$ cat config.mk
export PLATFORM = sky130hd
export DESIGN_NAME = wasm_run_ctrl
export DESIGN_NICKNAME = d
export VERILOG_FILES = /design/src/rtl/wasm_run_ctrl.sv
export SDC_FILE = /design/constraint.sdc
export NUM_CORES = 1
export LEC_CHECK = 0
export CORE_MARGIN = 2
export CORE_UTILIZATION = 50
export CTS_CLUSTER_SIZE = 25
export DETAILED_ROUTE_END_ITERATION = 16
export PLACE_DENSITY_LB_ADDON = 0.08
export SYNTH_ARGS = -nofsm -noshare
export SYNTH_HDL_FRONTEND = slang
export SYNTH_SLANG_ARGS = --single-unit
$ cat constraint.sdc
create_clock -name i_clk -period 5.4 [get_ports i_clk]
set_input_delay 0.81 -clock i_clk [delete_from_list [all_inputs] [get_ports i_clk]]
set_output_delay 0.81 -clock i_clk [all_outputs]
set_load 0.1 [all_outputs]
$ cat src/rtl/wasm_run_ctrl.sv
// Host-side run controller for the WASM core: streams a program image into instruction
// memory, supervises execution with a cycle timeout, then streams back a line-memory window.
module wasm_run_ctrl #(
    parameter int          INSTR_W = 64,
    parameter int          IADDR_W = 15,
    parameter int          LADDR_W = 9,
    parameter int          DATA_W  = 32,
    parameter logic [31:0] TIMEOUT = 32'd1_000_000
) (
    input  logic               i_clk,
    input  logic               i_rst,
    input  logic               i_start,
    input  logic [IADDR_W:0]   i_instr_len,
    input  logic [LADDR_W-1:0] i_rd_base,
    input  logic [LADDR_W:0]   i_rd_cnt,
    input  logic               i_src_vld,
    output logic               o_src_rdy,
    input  logic [INSTR_W-1:0] i_src_data,
    output logic               o_instr_mem_wr_vld,
    output logic [IADDR_W-1:0] o_instr_mem_wr_addr,
    output logic [INSTR_W-1:0] o_instr_mem_wr_data,
    output logic               o_instr_mem_wr_finish,
    input  logic               i_instr_mem_wr_rdy,
    input  logic [1:0]         i_work_state,
    output logic               o_line_mem_rd_rdy,
    output logic [LADDR_W-1:0] o_line_mem_rd_addr,
    input  logic [DATA_W-1:0]  i_line_mem_rd_data,
    output logic               o_res_vld,
    input  logic               i_res_rdy,
    output logic [DATA_W-1:0]  o_res_data,
    output logic [LADDR_W-1:0] o_res_addr,
    output logic               o_busy,
    output logic               o_done,
    output logic               o_err,
    output logic [31:0]        o_cycle_cnt
);

    typedef enum logic [2:0] {
        S_IDLE, S_LOAD, S_FINISH, S_RUN, S_RD_ADDR, S_RD_WAIT, S_RD_OUT, S_DONE
    } state_t;

    state_t             state;
    logic [IADDR_W:0]   len_q;
    logic [IADDR_W:0]   acc_cnt;
    logic [LADDR_W-1:0] base_q;
    logic [LADDR_W:0]   cnt_q;
    logic [LADDR_W:0]   rd_k;

    logic [IADDR_W:0]   acc_nxt;
    logic [LADDR_W:0]   k_nxt;
    logic [32:0]        cyc_nxt;

    assign acc_nxt = acc_cnt + (IADDR_W+1)'(1);
    assign k_nxt   = rd_k + (LADDR_W+1)'(1);
    assign cyc_nxt = {1'b0, o_cycle_cnt} + 33'd1;

    // Ready follows the core combinationally so a stalled core never loses a beat.
    assign o_src_rdy = (state == S_LOAD) && i_instr_mem_wr_rdy;
    assign o_busy    = (state != S_IDLE);

    // NOTE: all state uses non-blocking assignments so every register sees pre-edge values.
    always_ff @(posedge i_clk) begin
        if (i_rst) begin
            state                 <= S_IDLE;
            len_q                 <= '0;
            acc_cnt               <= '0;
            base_q                <= '0;
            cnt_q                 <= '0;
            rd_k                  <= '0;
            o_instr_mem_wr_vld    <= 1'b0;
            o_instr_mem_wr_addr   <= '0;
            o_instr_mem_wr_data   <= '0;
            o_instr_mem_wr_finish <= 1'b0;
            o_line_mem_rd_rdy     <= 1'b0;
            o_line_mem_rd_addr    <= '0;
            o_res_vld             <= 1'b0;
            o_res_data            <= '0;
            o_res_addr            <= '0;
            o_done                <= 1'b0;
            o_err                 <= 1'b0;
            o_cycle_cnt           <= '0;
        end else begin
            o_instr_mem_wr_vld    <= 1'b0;
            o_instr_mem_wr_finish <= 1'b0;
            o_done                <= 1'b0;
            case (state)
                S_IDLE: begin
                    if (i_start && (i_instr_len != '0)) begin
                        len_q       <= i_instr_len;
                        base_q      <= i_rd_base;
                        cnt_q       <= i_rd_cnt;
                        acc_cnt     <= '0;
                        o_err       <= 1'b0;
                        o_cycle_cnt <= '0;
                        state       <= S_LOAD;
                    end
                end
                S_LOAD: begin
                    if (i_src_vld && o_src_rdy) begin
                        o_instr_mem_wr_vld  <= 1'b1;
                        o_instr_mem_wr_addr <= acc_cnt[IADDR_W-1:0];
                        o_instr_mem_wr_data <= i_src_data;
                        acc_cnt             <= acc_nxt;
                        if (acc_nxt == len_q) state <= S_FINISH;
                    end
                end
                S_FINISH: begin
                    o_instr_mem_wr_finish <= 1'b1;
                    state                 <= S_RUN;
                end
                S_RUN: begin
                    if (i_work_state == 2'b11) begin
                        if (cnt_q == '0) begin
                            o_done <= 1'b1;
                            state  <= S_DONE;
                        end else begin
                            rd_k               <= '0;
                            o_line_mem_rd_addr <= base_q;
                            o_line_mem_rd_rdy  <= 1'b1;
                            state              <= S_RD_ADDR;
                        end
                    end else begin
                        if (o_cycle_cnt != '1) o_cycle_cnt <= cyc_nxt[31:0];
                        // Abort in the same edge the count lands on the limit.
                        if (cyc_nxt >= {1'b0, TIMEOUT}) begin
                            o_err  <= 1'b1;
                            o_done <= 1'b1;
                            state  <= S_DONE;
                        end
                    end
                end
                S_RD_ADDR: state <= S_RD_WAIT;
                S_RD_WAIT: begin
                    o_res_data <= i_line_mem_rd_data;
                    o_res_addr <= o_line_mem_rd_addr;
                    o_res_vld  <= 1'b1;
                    state      <= S_RD_OUT;
                end
                S_RD_OUT: begin
                    if (i_res_rdy) begin
                        o_res_vld <= 1'b0;
                        if (k_nxt < cnt_q) begin
                            rd_k               <= k_nxt;
                            o_line_mem_rd_addr <= base_q + k_nxt[LADDR_W-1:0];
                            state              <= S_RD_ADDR;
                        end else begin
                            o_line_mem_rd_rdy <= 1'b0;
                            o_done            <= 1'b1;
                            state             <= S_DONE;
                        end
                    end
                end
                S_DONE:  state <= S_IDLE;
                default: state <= S_IDLE;
            endcase
        end
    end

endmodule

== Word-level counts from Yosys, hierarchy flattened ==
Cells that the tools add are included.
Operators by class
  mux-type cells: 45
  reductions and logical operators: 21
  $add $sub $neg: 4
  equality and inequality tests: 22
  $lt $le $gt $ge: 2
  bitwise gates (word level): 1
Operators with widths (number)
  two-way mux 32 bit: 3
  case mux 32 bit (2 select lines): 1
  two-way mux 10 bit: 4
  two-way mux 9 bit: 4
  adder 32 x 1 -> 33 bit (second input constant): 1
  greater-or-equal comparator 33 x 20 -> 1 bit (second input constant): 1
  two-way mux 16 bit: 2
  != test 32 bit (second input constant): 1
  case mux 16 bit (2 select lines): 1
  case mux 3 bit (8 select lines): 1
  case mux 10 bit (2 select lines): 1
  two-way mux 3 bit: 6
  != test 2 bit (second input constant): 9
  case mux 9 bit (2 select lines): 1
  adder 16 x 1 -> 16 bit (second input constant): 1
  equality test 16 bit: 1
  nonzero test 16 bit: 1
  two-way mux 1 bit: 15
  AND reduction 5 bit: 3
  equality test 3 bit (second input constant): 4
  adder 10 x 1 -> 10 bit (second input constant): 1
  zero test 10 bit: 1
  less-than comparator 10 bit: 1
  adder 9 bit: 1
  16 further kinds: 30
Storage, ports and cells
  bits in registers: 231
  bits of input ports: 139
  output and inout port bits: 169

== Longest topological paths before layout ==
Gate-level depths: netlist of the first run.
  word-level depth: 5
  depth in mapped cells: 15

== Least setup slack after synthesis of the first run ==
OpenSTA, ideal clock, no wires.
  kind: input port to flip-flop
  from: input i_instr_mem_wr_rdy
  to: register state[0]
  path slack: 0.112 ns
  setup time: 0.143 ns
  arrival time: 5.145 ns
  stages on the path: 8
  cells stage by stage: nor4bb_1 > and2_1 > clkbuf_1 > nand4_1 > nor3_1 > nand3_1 > o41ai_1 > a41oi_1
On the way
  word-level cells in the longest chain between the ends: 4
Ends and longest elaborated chain
  from (decl): RTL line 23  | input logic i_instr_mem_wr_rdy,
  logical AND 1 bit: RTL line 58  | assign o_src_rdy = (state == S_LOAD) && i_instr_mem_wr_rdy;
  logical AND 1 bit: RTL line 99  | if (i_src_vld && o_src_rdy) begin
  != test 2 x 1 -> 1 bit (no line)
  AND reduction 5 bit (no line)
  to (signal assigned): RTL line 64  | state <= S_IDLE;
  to (signal assigned): RTL line 104  | if (acc_nxt == len_q) state <= S_FINISH;
  to (signal assigned): RTL line 109  | state <= S_RUN;
  to (decl): RTL line 42  | state_t state;
Every way passes these cells.
A chain may end at the register's enable or synchronous reset.

== Worst setup path after layout of the first run ==
  from: register rd_k[0]
  to: register o_line_mem_rd_addr[2]
On the way
  word-level cells in the longest chain between the ends: 5
  elaborated cells on any way between the ends: 8
  those cells by class: add/sub (2); order compare (1); eq/ne (1); mux (3); reduce/logical (1)
Ends and longest elaborated chain
  from (decl): RTL line 47  | logic [LADDR_W:0] rd_k;
  from (signal assigned): RTL line 143  | rd_k <= k_nxt;
  adder 10 x 1 -> 10 bit *: RTL line 54  | assign k_nxt = rd_k + (LADDR_W+1)'(1);
  adder 9 bit: RTL line 144  | o_line_mem_rd_addr <= base_q + k_nxt[LADDR_W-1:0];
  two-way mux 9 bit: RTL line 142  | if (k_nxt < cnt_q) begin
  two-way mux 9 bit: RTL line 140  | if (i_res_rdy) begin
  case mux 9 bit (2 select lines): RTL line 86  | case (state)
  to (signal assigned): RTL line 118  | o_line_mem_rd_addr <= base_q;
  to (signal assigned): RTL line 144
  to (decl): RTL line 26  | output logic [LADDR_W-1:0] o_line_mem_rd_addr,
Mark *: on every way between the ends. The rest lies on a longest branch, timed or not. The select of a mux whose other input is x is not followed.

==> results of run 1 <==
==> registers in the layout, indices dropped and copies added, names as in the netlist <==
name and flops:
o_err 1, acc_cnt 16, o_res_data 32, o_res_vld 1, cnt_q 10, o_line_mem_rd_addr 9
len_q 16, base_q 9, o_instr_mem_wr_addr 15, o_instr_mem_wr_vld 1, o_cycle_cnt 32, o_res_addr 9
state 3, o_done 1, o_instr_mem_wr_finish 1, rd_k 10, o_line_mem_rd_rdy 1, o_instr_mem_wr_data 64
==> cell usage after synthesis, types with 16 or more instances <==
cell type / n / area share
a311oi_1: 18 / 0.015
o21ai_0: 23 / 0.011
xnor2_1: 23 / 0.019
xor2_1: 26 / 0.022
dfxtp_1: 231 / 0.44
ha_1: 21 / 0.025
nor2_1: 91 / 0.033
nor3_1: 22 / 0.010
nand2_1: 366 / 0.13
a21oi_1: 209 / 0.10
and3_1: 24 / 0.014
clkbuf_1: 87 / 0.031
inv_1: 16 / 0.0057
nand3_1: 27 / 0.013
==> cell usage in the layout, fill, tap and decap left out, types with 8 or more instances in the layout <==
cell type        count
nand3b_1             8
o21ai_0             23
and2_1               8
xor2_1              26
o21ai_1             14
ha_1                21
a21oi_1            209
nor4_1              10
buf_4                9
nor3_1              22
dfxtp_1            231
clkbuf_1            10
a311oi_1            18
a22oi_1              9
a211oi_1            10
nand2_1            365
nand4_1              9
clkbuf_16           25
and3_1              24
inv_1               16
nor2_1              91
nand3_1             27
nand2b_1             8
clkdlybuf4s50_1    305
a31oi_1             13
xnor2_1             23
==> final timing paths <==
check / slack [ps] / to / from
hold reg to reg: 450 / o_instr_mem_wr_data[27]$_SDFFE_PP0P_ / o_instr_mem_wr_data[27]$_SDFFE_PP0P_
setup / recovery: 1170 / o_line_mem_rd_addr[2]$_SDFFE_PP0P_ / rd_k[0]$_SDFFE_PP0P_
hold / removal: 450 / o_instr_mem_wr_data[27]$_SDFFE_PP0P_ / o_instr_mem_wr_data[27]$_SDFFE_PP0P_
setup reg to reg: 1170 / o_line_mem_rd_addr[2]$_SDFFE_PP0P_ / rd_k[0]$_SDFFE_PP0P_
==> layout make-up <==
class | instances | share of cell area
flip-flops and latches | 231 | 0.3204
multi-input cells | 1027 | 0.3786
clock buffers | 39 | 0.04976
inverters | 16 | 0.004161
well taps | 275 | 0.02384
clock inverters | 7 | 0.004941
repair buffers | 316 | 0.2184
==> report_power, final <==
group          internal, uW  leakage, uW  switching [uW]
clock network           962     0.000376             687
logic                   161      0.00282             244
registers              1730      0.00187            21.1
total                  2860      0.00506             951
==> through the flow <==
stage	utilization	cells
after floorplan	-	1371
after global placement	0.6553	1865
after detailed placement	0.6553	1865
after CTS	0.6932	1911
after global routing	0.6932	1911
final	0.6932	1911
==> per-layer routing <==
| metal | track usage | part of all wire |
|---|---|---|
| met1 | 0.3299 | 0.42 |
| met2 | 0.4357 | 0.47 |
| met3 | 0.07156 | 0.089 |
| met4 | 0.06143 | 0.016 |
| met5 | 0 | 0 |
==> cell families after synthesis <==
group                    Yosys count  synth area share
multiplexers                       7          0.006792
flip-flops                       231            0.4404
XOR/XNOR                          49           0.04087
AO/OA/AOI/OAI                    338            0.1884
buffers and inverters            113           0.04087
AND/OR/NAND/NOR                  611            0.2557
adder cells (fa/ha/maj)           22           0.02693
==> worst reg2reg max path, cell delays in order (launching register included) <==
cell     delay [ps]
dfxtp_1         430
ha_1            250
and3_1          290
and3_1          220
nand3_1         100
xnor2_1         210
ha_1            230
or4_1           420
nor2_1          120
a32o_1          230
and3_1          560
o21a_1          730
mux2i_1         270
nor2_1           50
==> metrics.yaml, run 1 <==
coreArea_sq_mm: 0.02082
synth_nets: 1532
cp-end-kind: "flip-flop"
vias: 10380
via_per_inst: 5.429
drtPass1Iterations: 5
rsz0062_at_grt: "false"
skew_ps: 13.86
hold-worst-slack_ps: 451.4
cp_cell_sequence: "ha_1 > and3_1 > and3_1 > nand3_1 > xnor2_1 > ha_1 > or4_1 > nor2_1 > a32o_1 > and3_1 > o21a_1 > mux2i_1 > nor2_1"
cts_made_buffers: 25
cts_tree: "built"
ctsHoldBuffers: 0
synth.distinct_cells: 63
grt_pass1_wl_um: 47580
grt_use_total: 0.2586
cts.htree.levels: 1
synth-seq-area-share: 0.4404
place_ws_ps: 1262
final_layout_size_suffix_gt1_frac: 0.03790
relSlewSlack: 0.2987
yosysWarnings: 0
synth_top_flop_cell: "dfxtp_1"
slowest_stage: "o21a_1"
finalCriticalPeriod_ps: 4234
ant_nets: 0
startpoint_type: "flip-flop"
cts_resized: 0
cp_max_fo: 24
antenna_found_initial: 1
place.gp.congestion: 0.9052
ys_ff_latch: 231
wire_per_inst_um: 15.85
cts_sinks: 231
cts_root_buf: "clkbuf_16"
maxCapViolations: 0
overflow: 0
n_fill_cell: 1803
worst_slew_pin_slew_ps: 1049
max_freq_ghz: 0.2362
synth_area_sq_mm: 0.01050
maxSlewViolCount: 0
clockBufferDepth: 3
setup_violations: 0
portBuffers: 307
multi_input_area_sq_mm: 0.005464
seq_area_sq_mm: 0.004624
totalWireLength_um: 30290
start_util: 0.5043
whs_path_depth: 2
drtIter0Drc: 609
grt_pass1_vias: 9488
fp.dieW_um: 148.9
syn_area_per_cell_sq_um: 7.659
area_growth_pct: 37.46
path_class: "flip-flop to flip-flop"
ir_drop_mv: 0.2192
dp.final_hpwl_um: 20650
num_io_pins: 308
insertion_delay_ps: 530
synth_edf_count: 0
diodes: 0
crit_required_ps: 5790
timing.critical_path.buf_inv: 0
route.detailed.drc: 0
final_area_sq_mm: 0.01443
hold_class: "flip-flop to flip-flop"
hold_violations: 0
grt_max_degree: 137
fin_crit_sh: 0.7841
cts_setup_buffers: 0
power_uw: 3809
crit_family: "simple AND/OR/NAND/NOR gates"
status: "completed"
placed_area_sq_mm: 0.01364
reg2reg_depth: 13
p_leak_uw: 0.005065
die_y_um: 148.9
clkSlewWorstSetupHoldPaths_ps: 60
die-area_sq_mm: 0.02218
synth_cells: 1371
slowest_delay_ps: 730
worstPathArrival_ps: 4620
path_depth: 13
cpMostUsedCell: "and3_1"
postSynth.asyncResetShare: 0
fin_ws_ps: 1166
fin_setup_tns_ps: 0
num_rows: 53
power_density_mw_per_mm2: 263.9
nNetsFinal: 1778
No activity file was read; power rests on OpenSTA's default activity.
==> run 2: changes to the inputs <==
- CORE_UTILIZATION: 50 -> 48
- clock period: 5.4 -> 4.2 ns (I/O delays scaled with it)
==> run 2 against run 1 <==
Die area grew 4.0%. Sequential power grew 28%. Clock-buffer cell count shrank 5. Core utilization shrank 2.3 points. Routed wire length grew 0.28%. Worst hold slack is essentially flat. Power grew 29%. Largest power group unchanged.
==> metrics.yaml, run 2 (same netlist as run 1, synthesis figures left out) <==
hold_violations: 0
setup_violations: 0
cp-end-kind: "flip-flop"
drtPass1Iterations: 5
die-area_sq_mm: 0.02307
startpoint_type: "flip-flop"
cts_sinks: 231
cts_made_buffers: 25
max_freq_ghz: 0.2656
worstPathArrival_ps: 4140
place_ws_ps: 469.8
vias: 10390
most-common-layout-cells: "365 x nand2_1, 304 x clkdlybuf4s50_1, 231 x dfxtp_1"
dp.final_hpwl_um: 20990
largest_register_ffs: 64
diodes: 0
totalWireLength_um: 30370
grt_pass1_wl_um: 49640
area_growth_pct: 37.96
final_core_util: 0.6700
drtIter0Drc: 609
multi_input_area_sq_mm: 0.005470
cts_root_buf: "clkbuf_16"
top_register: "o_instr_mem_wr_data"
n_fill_cell: 1847
cts_setup_buffers: 0
worst_slew_pin_slew_ps: 1048
via_per_inst: 5.409
insertion_delay_ps: 520
relSlewSlack: 0.2991
placed_area_sq_mm: 0.01369
skew_ps: 14.36
grt_pass1_vias: 9706
place.gp.congestion: 0.8699
fin_crit_sh: 0.8964
clockBufferDepth: 3
crit_required_ps: 4580
final_layout_size_suffix_gt1_frac: 0.04570
ir_drop_mv: 0.2835
coreArea_sq_mm: 0.02162
cp_max_fo: 21
grt_max_degree: 102
ctsHoldBuffers: 0
power_density_mw_per_mm2: 338.7
start_util: 0.4856
overflow: 0
path_class: "flip-flop to flip-flop"
cts_resized: 0
largestRegisters: "o_instr_mem_wr_data x64, o_cycle_cnt x32, o_res_data x32"
hold_class: "flip-flop to flip-flop"
maxCapViolations: 0
route.detailed.drc: 0
num_io_pins: 308
portBuffers: 307
final_area_sq_mm: 0.01449
fp.dieW_um: 151.9
cts.htree.levels: 1
ant_nets: 0
maxSlewViolCount: 0
cts_tree: "built"
seq_area_sq_mm: 0.004624
nNetsFinal: 1785
grt_use_total: 0.2524
finalCriticalPeriod_ps: 3765
fin_setup_tns_ps: 0
final_common_cell: "nand2_1"
antenna_found_initial: 0
die_y_um: 151.9
clkSlewWorstSetupHoldPaths_ps: 60
rsz0062_at_grt: "false"
num_rows: 54
fin_ws_ps: 435.0
p_leak_uw: 0.005120
hold-worst-slack_ps: 451.4
wire_per_inst_um: 15.81
status: "completed"
==> run 2: path summary, 6_finish.rpt <==
path	start	to	slack (ps)	cells after the start
setup / recovery	rd_k[0]$_SDFFE_PP0P_	rd_k[2]$_SDFFE_PP0P_	440	13
hold / removal	o_instr_mem_wr_data[34]$_SDFFE_PP0P_	o_instr_mem_wr_data[34]$_SDFFE_PP0P_	450	2
setup reg to reg	rd_k[0]$_SDFFE_PP0P_	rd_k[2]$_SDFFE_PP0P_	440	13
hold reg to reg	o_instr_mem_wr_data[34]$_SDFFE_PP0P_	o_instr_mem_wr_data[34]$_SDFFE_PP0P_	450	2
==> run 2: per-layer routing <==
layer  GRT usage  up-vias  routed length, um
met2      0.4170      350              13990
met5           0        -                  0
met4     0.06275        0                563
met1      0.3293     4786              13480
li1            -     5213                  -
met3     0.06760       42               2334
==> run 2: cell type report <==
cell class              instances  area share
clock buffers                  34     0.04897
clock inverters                10    0.005700
inverters                      16    0.004146
multi-input cells            1027      0.3776
flip-flops and latches        231      0.3192
well taps                     280     0.02418
repair buffers                323      0.2202
==> run 2: critical path: stages, from the launching register on <==
cell	delay, ps
dfxtp_1	430
ha_1	250
and3_1	290
and3_1	210
nand3_1	100
xnor2_1	220
ha_1	230
or4_1	410
nor2_1	120
a32o_1	220
and3_1	180
o21a_1	600
buf_4	250
a311oi_1	90
==> run 2: stage by stage <==
step	power, uW	instances
6_report	4906	1921
3_5_place_dp	2828	1877
4_1_cts	4957	1921
3_3_place_gp	2824	1877
2_1_floorplan	2604	1371
5_1_grt	5085	1921
==> run 2: power by group <==
part           total, uW  internal (uW)  leakage [uW]  switching [uW]
registers           2260           2230       0.00187            28.9
logic                522            208       0.00285             314
clock network       2120           1240      0.000399             884
